## src/rtl/glyph_plotter.sv

```systemverilog
// Point FIFO with off-screen/repeat filtering in front of the 160x120 VGA
// adapter, plus a full-screen background clear sweep.
module glyph_plotter #(
    parameter int         DEPTH     = 8,
    parameter logic [2:0] BG_COLOUR = 3'b000
) (
    input  logic       clk,
    input  logic       resetn,
    input  logic       in_valid,
    input  logic [7:0] in_x,
    input  logic [6:0] in_y,
    input  logic [2:0] in_colour,
    output logic       in_ready,
    input  logic       clear_req,
    input  logic       vga_ready,
    output logic [7:0] vga_x,
    output logic [6:0] vga_y,
    output logic [2:0] vga_colour,
    output logic       vga_plot,
    output logic       busy,
    output logic       clear_done
);

    localparam int AW = $clog2(DEPTH);

    localparam logic [0:0] S_RUN   = 1'b0;
    localparam logic [0:0] S_CLEAR = 1'b1;

    logic [0:0]    state;
    logic [17:0]   mem [DEPTH];
    logic [AW-1:0] wr_ptr;
    logic [AW-1:0] rd_ptr;
    logic [AW:0]   count;
    logic          clear_pending;
    logic          last_valid;
    logic [17:0]   last_pt;

    logic [17:0] in_pt;
    logic        fifo_empty;
    logic        fifo_full;
    logic        on_screen;
    logic        dup;
    logic        push;
    logic        reg_free;
    logic        pop;
    logic        go_clear;

    assign in_pt      = {in_x, in_y, in_colour};
    assign fifo_empty = (count == '0);
    assign fifo_full  = (count == (AW+1)'(DEPTH));
    assign on_screen  = (in_x < 8'd160) && (in_y < 7'd120);
    assign dup        = last_valid && (in_pt == last_pt);

    assign in_ready = !fifo_full && (state == S_RUN) && !clear_pending;
    assign push     = in_valid && in_ready && on_screen && !dup;

    // Output register can take a new value when empty or handing off now
    assign reg_free = !vga_plot || vga_ready;
    assign pop      = (state == S_RUN) && !fifo_empty && reg_free;
    assign go_clear = (state == S_RUN) && clear_pending && fifo_empty && reg_free;

    assign busy = !fifo_empty || vga_plot || clear_pending || (state == S_CLEAR);

    always_ff @(posedge clk) begin
        if (push) begin
            mem[wr_ptr] <= in_pt;
        end
    end

    always_ff @(posedge clk or negedge resetn) begin
        if (!resetn) begin
            wr_ptr <= '0;
            rd_ptr <= '0;
            count  <= '0;
        end else begin
            if (push) begin
                wr_ptr <= wr_ptr + 1'b1;
            end
            if (pop) begin
                rd_ptr <= rd_ptr + 1'b1;
            end
            if (push && !pop) begin
                count <= count + 1'b1;
            end else if (pop && !push) begin
                count <= count - 1'b1;
            end
        end
    end

    always_ff @(posedge clk or negedge resetn) begin
        if (!resetn) begin
            last_valid <= 1'b0;
            last_pt    <= '0;
        end else if (go_clear) begin
            last_valid <= 1'b0;
        end else if (push) begin
            last_valid <= 1'b1;
            last_pt    <= in_pt;
        end
    end

    always_ff @(posedge clk or negedge resetn) begin
        if (!resetn) begin
            state         <= S_RUN;
            clear_pending <= 1'b0;
            vga_x         <= '0;
            vga_y         <= '0;
            vga_colour    <= '0;
            vga_plot      <= 1'b0;
            clear_done    <= 1'b0;
        end else begin
            clear_done <= 1'b0;
            if (state == S_RUN) begin
                if (go_clear) begin
                    state         <= S_CLEAR;
                    clear_pending <= 1'b0;
                    vga_x         <= '0;
                    vga_y         <= '0;
                    vga_colour    <= BG_COLOUR;
                    vga_plot      <= 1'b1;
                end else begin
                    if (clear_req) begin
                        clear_pending <= 1'b1;
                    end
                    if (pop) begin
                        {vga_x, vga_y, vga_colour} <= mem[rd_ptr];
                        vga_plot <= 1'b1;
                    end else if (vga_ready) begin
                        vga_plot <= 1'b0;
                    end
                end
            end else if (vga_ready) begin
                // Sweep raster order; the last pixel hands back to RUN
                if (vga_x == 8'd159) begin
                    vga_x <= '0;
                    if (vga_y == 7'd119) begin
                        state      <= S_RUN;
                        vga_plot   <= 1'b0;
                        clear_done <= 1'b1;
                    end else begin
                        vga_y <= vga_y + 1'b1;
                    end
                end else begin
                    vga_x <= vga_x + 1'b1;
                end
            end
        end
    end

endmodule

```

## config.mk

```make
export PLATFORM = sky130hd
export DESIGN_NAME = glyph_plotter
export DESIGN_NICKNAME = d
export VERILOG_FILES = /design/src/rtl/glyph_plotter.sv
export SDC_FILE = /design/constraint.sdc
export NUM_CORES = 1
export LEC_CHECK = 0
export ABC_AREA = 1
export BUFFER_PORTS_ARGS = -buffer_cell sky130_fd_sc_hd__buf_2
export CORE_MARGIN = 2
export CORE_UTILIZATION = 25
export DETAILED_ROUTE_END_ITERATION = 8
export HOLD_SLACK_MARGIN = 0.02
export PLACE_DENSITY = 0.48
export SLEW_MARGIN = 20
export SYNTH_ARGS = -nofsm -noshare
export SYNTH_HDL_FRONTEND = slang
export SYNTH_SLANG_ARGS = --single-unit
```

## constraint.sdc

```tcl
create_clock -name clk -period 5.4 [get_ports clk]
set_input_delay 1.08 -clock clk [delete_from_list [all_inputs] [get_ports clk]]
set_output_delay 1.08 -clock clk [all_outputs]
set_load 0.01 [all_outputs]
```

==> summary.txt, run 1 <==
Run status
  – Status: finished clean

Floorplan
  – DIE WIDTH: roughly 190 um
  – Die Height: about 190 um
  – # rows: slightly below 70
  – IO Pins: 45
  – Core area: about 34,000 um^2
  – Overall die area: 36,200 um^2
  – Initial Utilization: 0.253

Cells and area
  – FILL cells: ~3,600
  – Final nets: 936
  – N_diodes: 0
  – Seq. cell area: 5600 um^2
  – Synth-to-layout area growth: 15.7%
  – Area of the multi-input gates: around 2700 um^2
  – Layout cells sized above 1: 0.133

Logic synthesis
  – Count leader, synth: nand2_1
  – Distinct cells, synth: 35
  – Syn_nets: 897
  – Synthesized area: 8680 um^2
  – Top post-synthesis cells by area: edfxtp_1 (50%), dfrtp_1 (15%), nand2_1 (8.6%)
  – Syn Inst Count: 866
  – Area share of the largest cell type after synthesis: 0.498
  – Post-synth top cells: nand2_1 (200), nor2_1 (159), edfxtp_1 (144)
  – Post-synth top area cell: edfxtp_1
  – Sequential share of the synthesized area: 0.645
  – Number of synthesized flops with an enable pin: 144
  – Yosys reg bits: approximately 200
  – Asr flop ratio synth: 0.262
  – Synth warnings: 0
  – Mean Syn Cell Area: 10.0 um^2
  – Top_reg_cell synth: edfxtp_1

Setup path
  – Startpoint Class: input pin
  – Setup Crit Path Kind: input pin to flip-flop
  – CP arrival: around 4100 ps
  – CP Max Fanout: 27
  – Crit. End Element: flip-flop
  – Worst EP required: between 5000 and 6000 ps

STA
  – Final Skew: between 10 and 15 ps
  – RSZ-0062 raised after global routing: no
  – Fmax achieved: roughly 270 MHz
  – Final setup vio count: 0
  – Setup TNS: 0 ps
  – Post-layout min period: 3700 ps
  – Final hold vios: 0
  – Final Cycle Share: 0.685
  – Slew HR: 0.382
  – Slew Viols, Final: 0
  – Final worst slack: 1700 ps
  – Actual slew at the worst max-slew pin: about 920 ps

Clocking
  – CTS tree: built
  – CTS Buf Count: 17
  – Postcts setup bufs: 0
  – Hold_buf cts: 0
  – CTS sink count: between 150 and 200
  – CTS resizes: 0
  – CTS root buffer: clkbuf_16
  – Clock transition at path regs: roughly 70 ps
  – Htree depth: 4
  – Clk_lat worst skew: about 440 ps
  – Clk buf depth: 2

Global routing
  – Global Route Usage Sum: 0.132
  – Vias in the first global route: ~5,600
  – First-pass GRT wire length: around 35,000 um
  – Largest net degree at the start of global routing: 74
  – Antenna violations before repair: 1
  – Total gr overflow: 0

Place
  – RePlAce Congestion: between 0.7 and 0.8
  – Post-place setup slack: 1230 ps
  – Dpl hpwl: around 14,000 um
  – Port Buf Inserts: 44

Routing
  – Routed wl met2: between 10,000 and 15,000 um
  – DRT met1 WL: about 12,000 um
  – DR iter-0 viols: a little under 500
  – Top sig layer: met5
  – DR WL/cell: around 17 um
  – Drt via density: around 4.4
  – DRC viols: 0
  – Met3 WL: 931 um
  – TritonRoute pass-1 iters: 5
  – ANT nets after route: 0
  – WL final: around 23,000 um
  – Via count: 5,999

Power
  – Pwr dens: approximately 330 nW/um^2
  – Static Leakage: 0.00395 uW
  – Maximum VDD drop: about 0.22 mV

Min path
  – Hold WC Path Type: flip-flop to flip-flop

Job
  – Max-Cap Viols: 0
[sequential cells by signal (all words and copies together) (netlist names), 3 cells and up]
signal and flops:
mem 144, vga_y 7, vga_colour 3, wr_ptr 3, vga_x 8, rd_ptr 3
last_pt 18, count 4
[routing by layer]
| layer | global-route usage | vias up |
|---|---|---|
| met1 | 0.190 | 2904 |
| li1 | - | 2970 |
| met3 | 0.0269 | 22 |
| met2 | 0.200 | 101 |
| met5 | 0 | - |
| met4 | 0.0382 | 2 |
[critical path, stage by stage]
cell and delay (ps):
buf_2 210, inv_1 60, nand2_1 60, nand2_1 40, nor2_1 110, nand2_1 70
nor2_1 180, nand3_2 460, nand2_4 490, inv_2 60, ha_1 220, inv_1 120
ha_1 240, a21o_1 170, a21oi_1 140, xor2_1 190, nand2_1 60, o21ai_0 60
[report_power, final]
group,leakage (uW),internal (uW),switching [uW]
combinational,0.00171,83.6,149
sequential,0.00194,1640,44.3
clock,0.000308,754,623
[worst paths after layout]
kind | cells past startpoint | end | slack (ps) | from
worst max-delay path | 18 | count[3]$_DFFE_PN0P_ | 1700 | in_x[0]
worst min-delay path | 2 | vga_colour[2]$_DFFE_PN0P_ | 480 | vga_colour[2]$_DFFE_PN0P_
worst max register to register | 13 | count[3]$_DFFE_PN0P_ | 2070 | state$_DFF_PN0_
worst min register to register | 2 | vga_colour[2]$_DFFE_PN0P_ | 480 | vga_colour[2]$_DFFE_PN0P_
max in group asynchronous | 2 | rd_ptr[0]$_DFFE_PN0P_ | 4080 | resetn
min in group asynchronous | 2 | last_pt[14]$_DFFE_PN0P_ | 750 | resetn
[kinds of logic after synthesis]
group	after synthesis	share of synthesized area
AND/OR/NAND/NOR	464	0.224
AO/OA/AOI/OAI	95	0.0605
flip-flops	195	0.645
buffers and inverters	92	0.0460
adder cells (fa/ha/maj)	8	0.0124
XOR/XNOR	12	0.0121
[per-stage QoR]
stage / instances / utilization / area [um^2] / hold WS, ps / power [uW]
after global routing: 1373 / 0.292 / 10000 / 514 / 3420
after global placement: 1341 / 0.274 / 9400 / 457 / 1950
after CTS: 1373 / 0.292 / 10000 / 485 / 3330
after floorplan: 866 / - / 8680 / 442 / 1850
after detailed placement: 1341 / 0.274 / 9400 / 466 / 1950
final: 1373 / 0.292 / 10000 / 480 / 3300
[cell usage in the layout (no fill, tap or decap), types with 2 or more instances in the layout]
cell / instances
nand2_1: 200
nor2_1: 151
edfxtp_1: 144
nand3_1: 84
o21ai_0: 69
dfrtp_1: 50
inv_1: 49
buf_2: 44
clkbuf_16: 17
o21ai_1: 11
xor2_1: 10
buf_4: 10
nor2_2: 7
ha_1: 7
o221ai_1: 6
inv_2: 5
nor2_4: 5
a21oi_1: 5
nand3_2: 4
nand2_2: 4
inv_8: 4
nor3_1: 3
or2_2: 3
inv_6: 3
bufinv_16: 3
clkinv_2: 2
inv_4: 2
xnor2_1: 2
clkinvlp_4: 2
clkinv_8: 2
[cell type report]
class | instances | share of cell area
Clock buffer | 17 | 0.0424
Multi-Input combinational cell | 579 | 0.270
Inverter | 58 | 0.0223
Timing Repair Buffer | 54 | 0.0294
Sequential cell | 195 | 0.558
Tap cell | 455 | 0.0567
Clock inverter | 15 | 0.0213
No activity file was read; power rests on OpenSTA's default activity.
==> inputs of run 2 (changes only) <==
--- a/config.mk
+++ b/config.mk
@@ -11,7 +11,7 @@
 export CORE_UTILIZATION = 25
 export DETAILED_ROUTE_END_ITERATION = 8
 export HOLD_SLACK_MARGIN = 0.02
-export PLACE_DENSITY = 0.48
+export PLACE_DENSITY = 0.5
 export SLEW_MARGIN = 20
 export SYNTH_ARGS = -nofsm -noshare
 export SYNTH_HDL_FRONTEND = slang
==> constraint.sdc (replaced) <==
create_clock -name clk -period 3.2 [get_ports clk]
set_input_delay 0.64 -clock clk [delete_from_list [all_inputs] [get_ports clk]]
set_output_delay 0.64 -clock clk [all_outputs]
set_load 0.01 [all_outputs]
==> summary.txt, run 2 (synthesized netlist as in run 1, its figures left out) <==
Floorplan
  – Die Height: 190 um (unchanged)
  – # rows: 68 (unchanged)
  – Overall die area: 36,200 um^2 (unchanged)
  – DIE WIDTH: 190 um (unchanged)
  – Core area: 34,400 um^2 (unchanged)
  – IO Pins: 45 (unchanged)
  – Initial Utilization: 0.253 (unchanged)

Clocking
  – Clk_lat worst skew: 440 ps (about the same)
  – CTS root buffer: clkbuf_16 (unchanged)
  – Hold_buf cts: 0 (unchanged)
  – CTS Buf Count: 17 (unchanged)
  – Postcts setup bufs: 0 (unchanged)
  – Clock transition at path regs: 80 ps (was 70 ps)
  – CTS tree: built (unchanged)
  – CTS resizes: 0 (unchanged)
  – Htree depth: 4 (unchanged)
  – Clk buf depth: 2 (unchanged)
  – CTS sink count: 195 (unchanged)

Global routing
  – GR peak layer: met2 (unchanged)
  – Global Route Usage Sum: 0.132 (about the same)
  – Global Route met3 Usage: 0.0250 (was 0.0269)
  – Antenna violations before repair: 0 (was 1)
  – First-pass GRT wire length: 35,600 um (was 35,400 um)
  – Vias in the first global route: 5,892 (was 5,620)
  – M1 GR Usage: 0.187 (was 0.190)
  – Total gr overflow: 0 (unchanged)
  – Met2 Usage GRT: 0.206 (was 0.200)
  – Largest net degree at the start of global routing: 74 (unchanged)

Place
  – Port Buf Inserts: 44 (unchanged)
  – Post-DP Area: 9520 um^2 (was 9400 um^2)
  – Post-place setup slack: 317 ps (was 1230 ps)
  – Placed cell count: 1,351 (was 1,341)
  – Dpl hpwl: 14,200 um (was 13,900 um)
  – RePlAce Congestion: 0.775 (was 0.780)

Routing
  – DR WL/cell: 16.6 um (was 16.9 um)
  – Drt via density: 4.39 (was 4.37)
  – WL final: 23,000 um (was 23,300 um)
  – DR iter-0 viols: 492 (was 483)
  – DRC viols: 0 (unchanged)
  – ANT nets after route: 0 (unchanged)
  – Via count: 6,065 (was 5,999)
  – TritonRoute pass-1 iters: 5 (unchanged)

STA
  – Slew HR: 0.403 (was 0.382)
  – Final hold vios: 0 (unchanged)
  – Post-layout min period: roughly 2700 ps
  – Setup TNS: 0 ps (unchanged)
  – Fmax achieved: 368 MHz
  – Final Skew: 14.3 ps (was 10.3 ps)
  – Final setup vio count: 0 (unchanged)
  – Final worst slack: 480 ps (was 1700 ps)
  – Slew Viols, Final: 0 (unchanged)
  – Final Cycle Share: 0.850
  – Actual slew at the worst max-slew pin: 895 ps (was 921 ps)
  – RSZ-0062 raised after global routing: no (unchanged)

Power
  – Switching Share: 0.257 (was 0.248)
  – Total Power: 5340 uW (was 3300 uW)
  – Static Leakage: 0.00399 uW (was 0.00395 uW)
  – Combinational share of power: 0.074 (was 0.071)
  – P_int: 3970 uW (was 2480 uW)
  – Pwr dens: 528 nW/um^2 (was 328 nW/um^2)
  – Register share of total power: 0.533 (was 0.512)
  – Power share of the clock group: 0.393 (was 0.418)
  – Maximum VDD drop: 0.416 mV (was 0.216 mV)
  – P_sw: 1370 uW (was 816 uW)

Cells and area
  – Most frequent cells in the layout: nand2_1 (200), nor2_1 (151), edfxtp_1 (144), nand3_1 (84), o21ai_0 (69) (unchanged)
  – Synth-to-layout area growth: 16.4% (was 15.7%)
  – Largest regs: mem: 144 flops, last_pt: 18 flops, vga_x: 8 flops (unchanged)
  – Max reg flops: 144 (unchanged)
  – N_diodes: 0 (unchanged)
  – Most common cell after layout, fill and taps aside: nand2_1 (unchanged)
  – Final non-filler cell total: 1,383 (was 1,373)
  – Layout cells sized above 1: 0.142 (was 0.133)
  – Final nets: 946 (was 936)
  – Finished layout cell area: 10,100 um^2 (was 10,000 um^2)
  – Most flops, register: mem (unchanged)

Setup path
  – Startpoint Class: flip-flop (was input pin)
  – Worst R2R Setup Slack: 480 ps (was 2070 ps)
  – R2r worst-path depth: 13 (unchanged)
  – Worst EP required: 3560 ps (was 5760 ps)
  – CP arrival: 3080 ps (was 4060 ps)
  – CP Max Fanout: 10 (was 27)
  – Crit. End Element: flip-flop (unchanged)
  – Worst r2r src: state$_DFF_PN0_ (unchanged)
  – Reg2reg end: count[3]$_DFFE_PN0P_ (unchanged)
  – Setup Crit Path Kind: flip-flop to flip-flop (was input pin to flip-flop)

Run status
  – Status: finished clean (unchanged)

Job
  – Max-Cap Viols: 0 (unchanged)

Min path
  – Hold WC Path Type: input pin to async pin (was flip-flop to flip-flop)
[run 2: changes by cell type in the layout (fill, tap and decap cells not counted), moves of 2 or more]
| cell | previous run | this run |
|---|---|---|
| buf_4 | 10 | 16 |
| clkinv_4 | 0 | 4 |
| nor2_4 | 5 | 3 |
| buf_12 | 0 | 4 |
| nor2_2 | 7 | 9 |
| bufinv_16 | 3 | 0 |
[run 2: area by class of cell]
| cell class | instances | area, um^2 |
|---|---|---|
| timing repair buffer | 64 | 420 |
| clock inverter | 15 | 160 |
| sequential | 195 | 5600 |
| multi-input combinational | 579 | 2700 |
| tap | 455 | 569 |
| inverter | 58 | 224 |
| fill | 3621 | 24300 |
| clock buffer | 17 | 425 |
[run 2: critical path, stage by stage (launching register included)]
cell and delay [ps]:
dfrtp_1 640, clkinv_2 320, nand3_2 270, nor2_4 70
nand2_4 70, inv_2 50, ha_1 220, inv_1 120
ha_1 240, a21o_1 170, a21oi_1 160, xor2_1 160
nand2_1 60, o21ai_0 70
[run 2: power by group through the flow]
stage / logic (uW) / registers [uW] / clock network, uW
3_3_place_gp: 395 / 2900 / 0
3_5_place_dp: 399 / 2900 / 0
6_report: 395 / 2850 / 2100
5_1_grt: 453 / 2860 / 2250
2_1_floorplan: 218 / 2900 / 0
4_1_cts: 401 / 2850 / 2150
[run 2: metal layers]
layer / vias to the layer above / routed length [um]
met5: - / 0
met2: 108 / 10500
met1: 2957 / 11300
met4: 0 / 221
li1: 2988 / -
met3: 12 / 954
[run 2: how the worst max path moves through the flow]
| stage | startpoint | to | slack (ps) | cells past startpoint |
|---|---|---|---|---|
| CTS | state$_DFF_PN0_ | count[3]$_DFFE_PN0P_ | 460 | 13 |
| global route | state$_DFF_PN0_ | count[3]$_DFFE_PN0P_ | 350 | 13 |
| detailed placement | in_y[0] | count[3]$_DFFE_PN0P_ | 320 | 18 |
| finish | state$_DFF_PN0_ | count[3]$_DFFE_PN0P_ | 480 | 13 |
| floorplan | in_x[6] | count[3]$_DFFE_PN0P_ | 620 | 14 |
| global placement | in_y[3] | count[3]$_DFFE_PN0P_ | 360 | 18 |
[run 2: stage by stage]
step,hold WS [ps],utilization
after detailed placement,460,0.277
after floorplan,344,-
final,303,0.294
after global routing,358,0.294
after global placement,461,0.277
after CTS,334,0.294
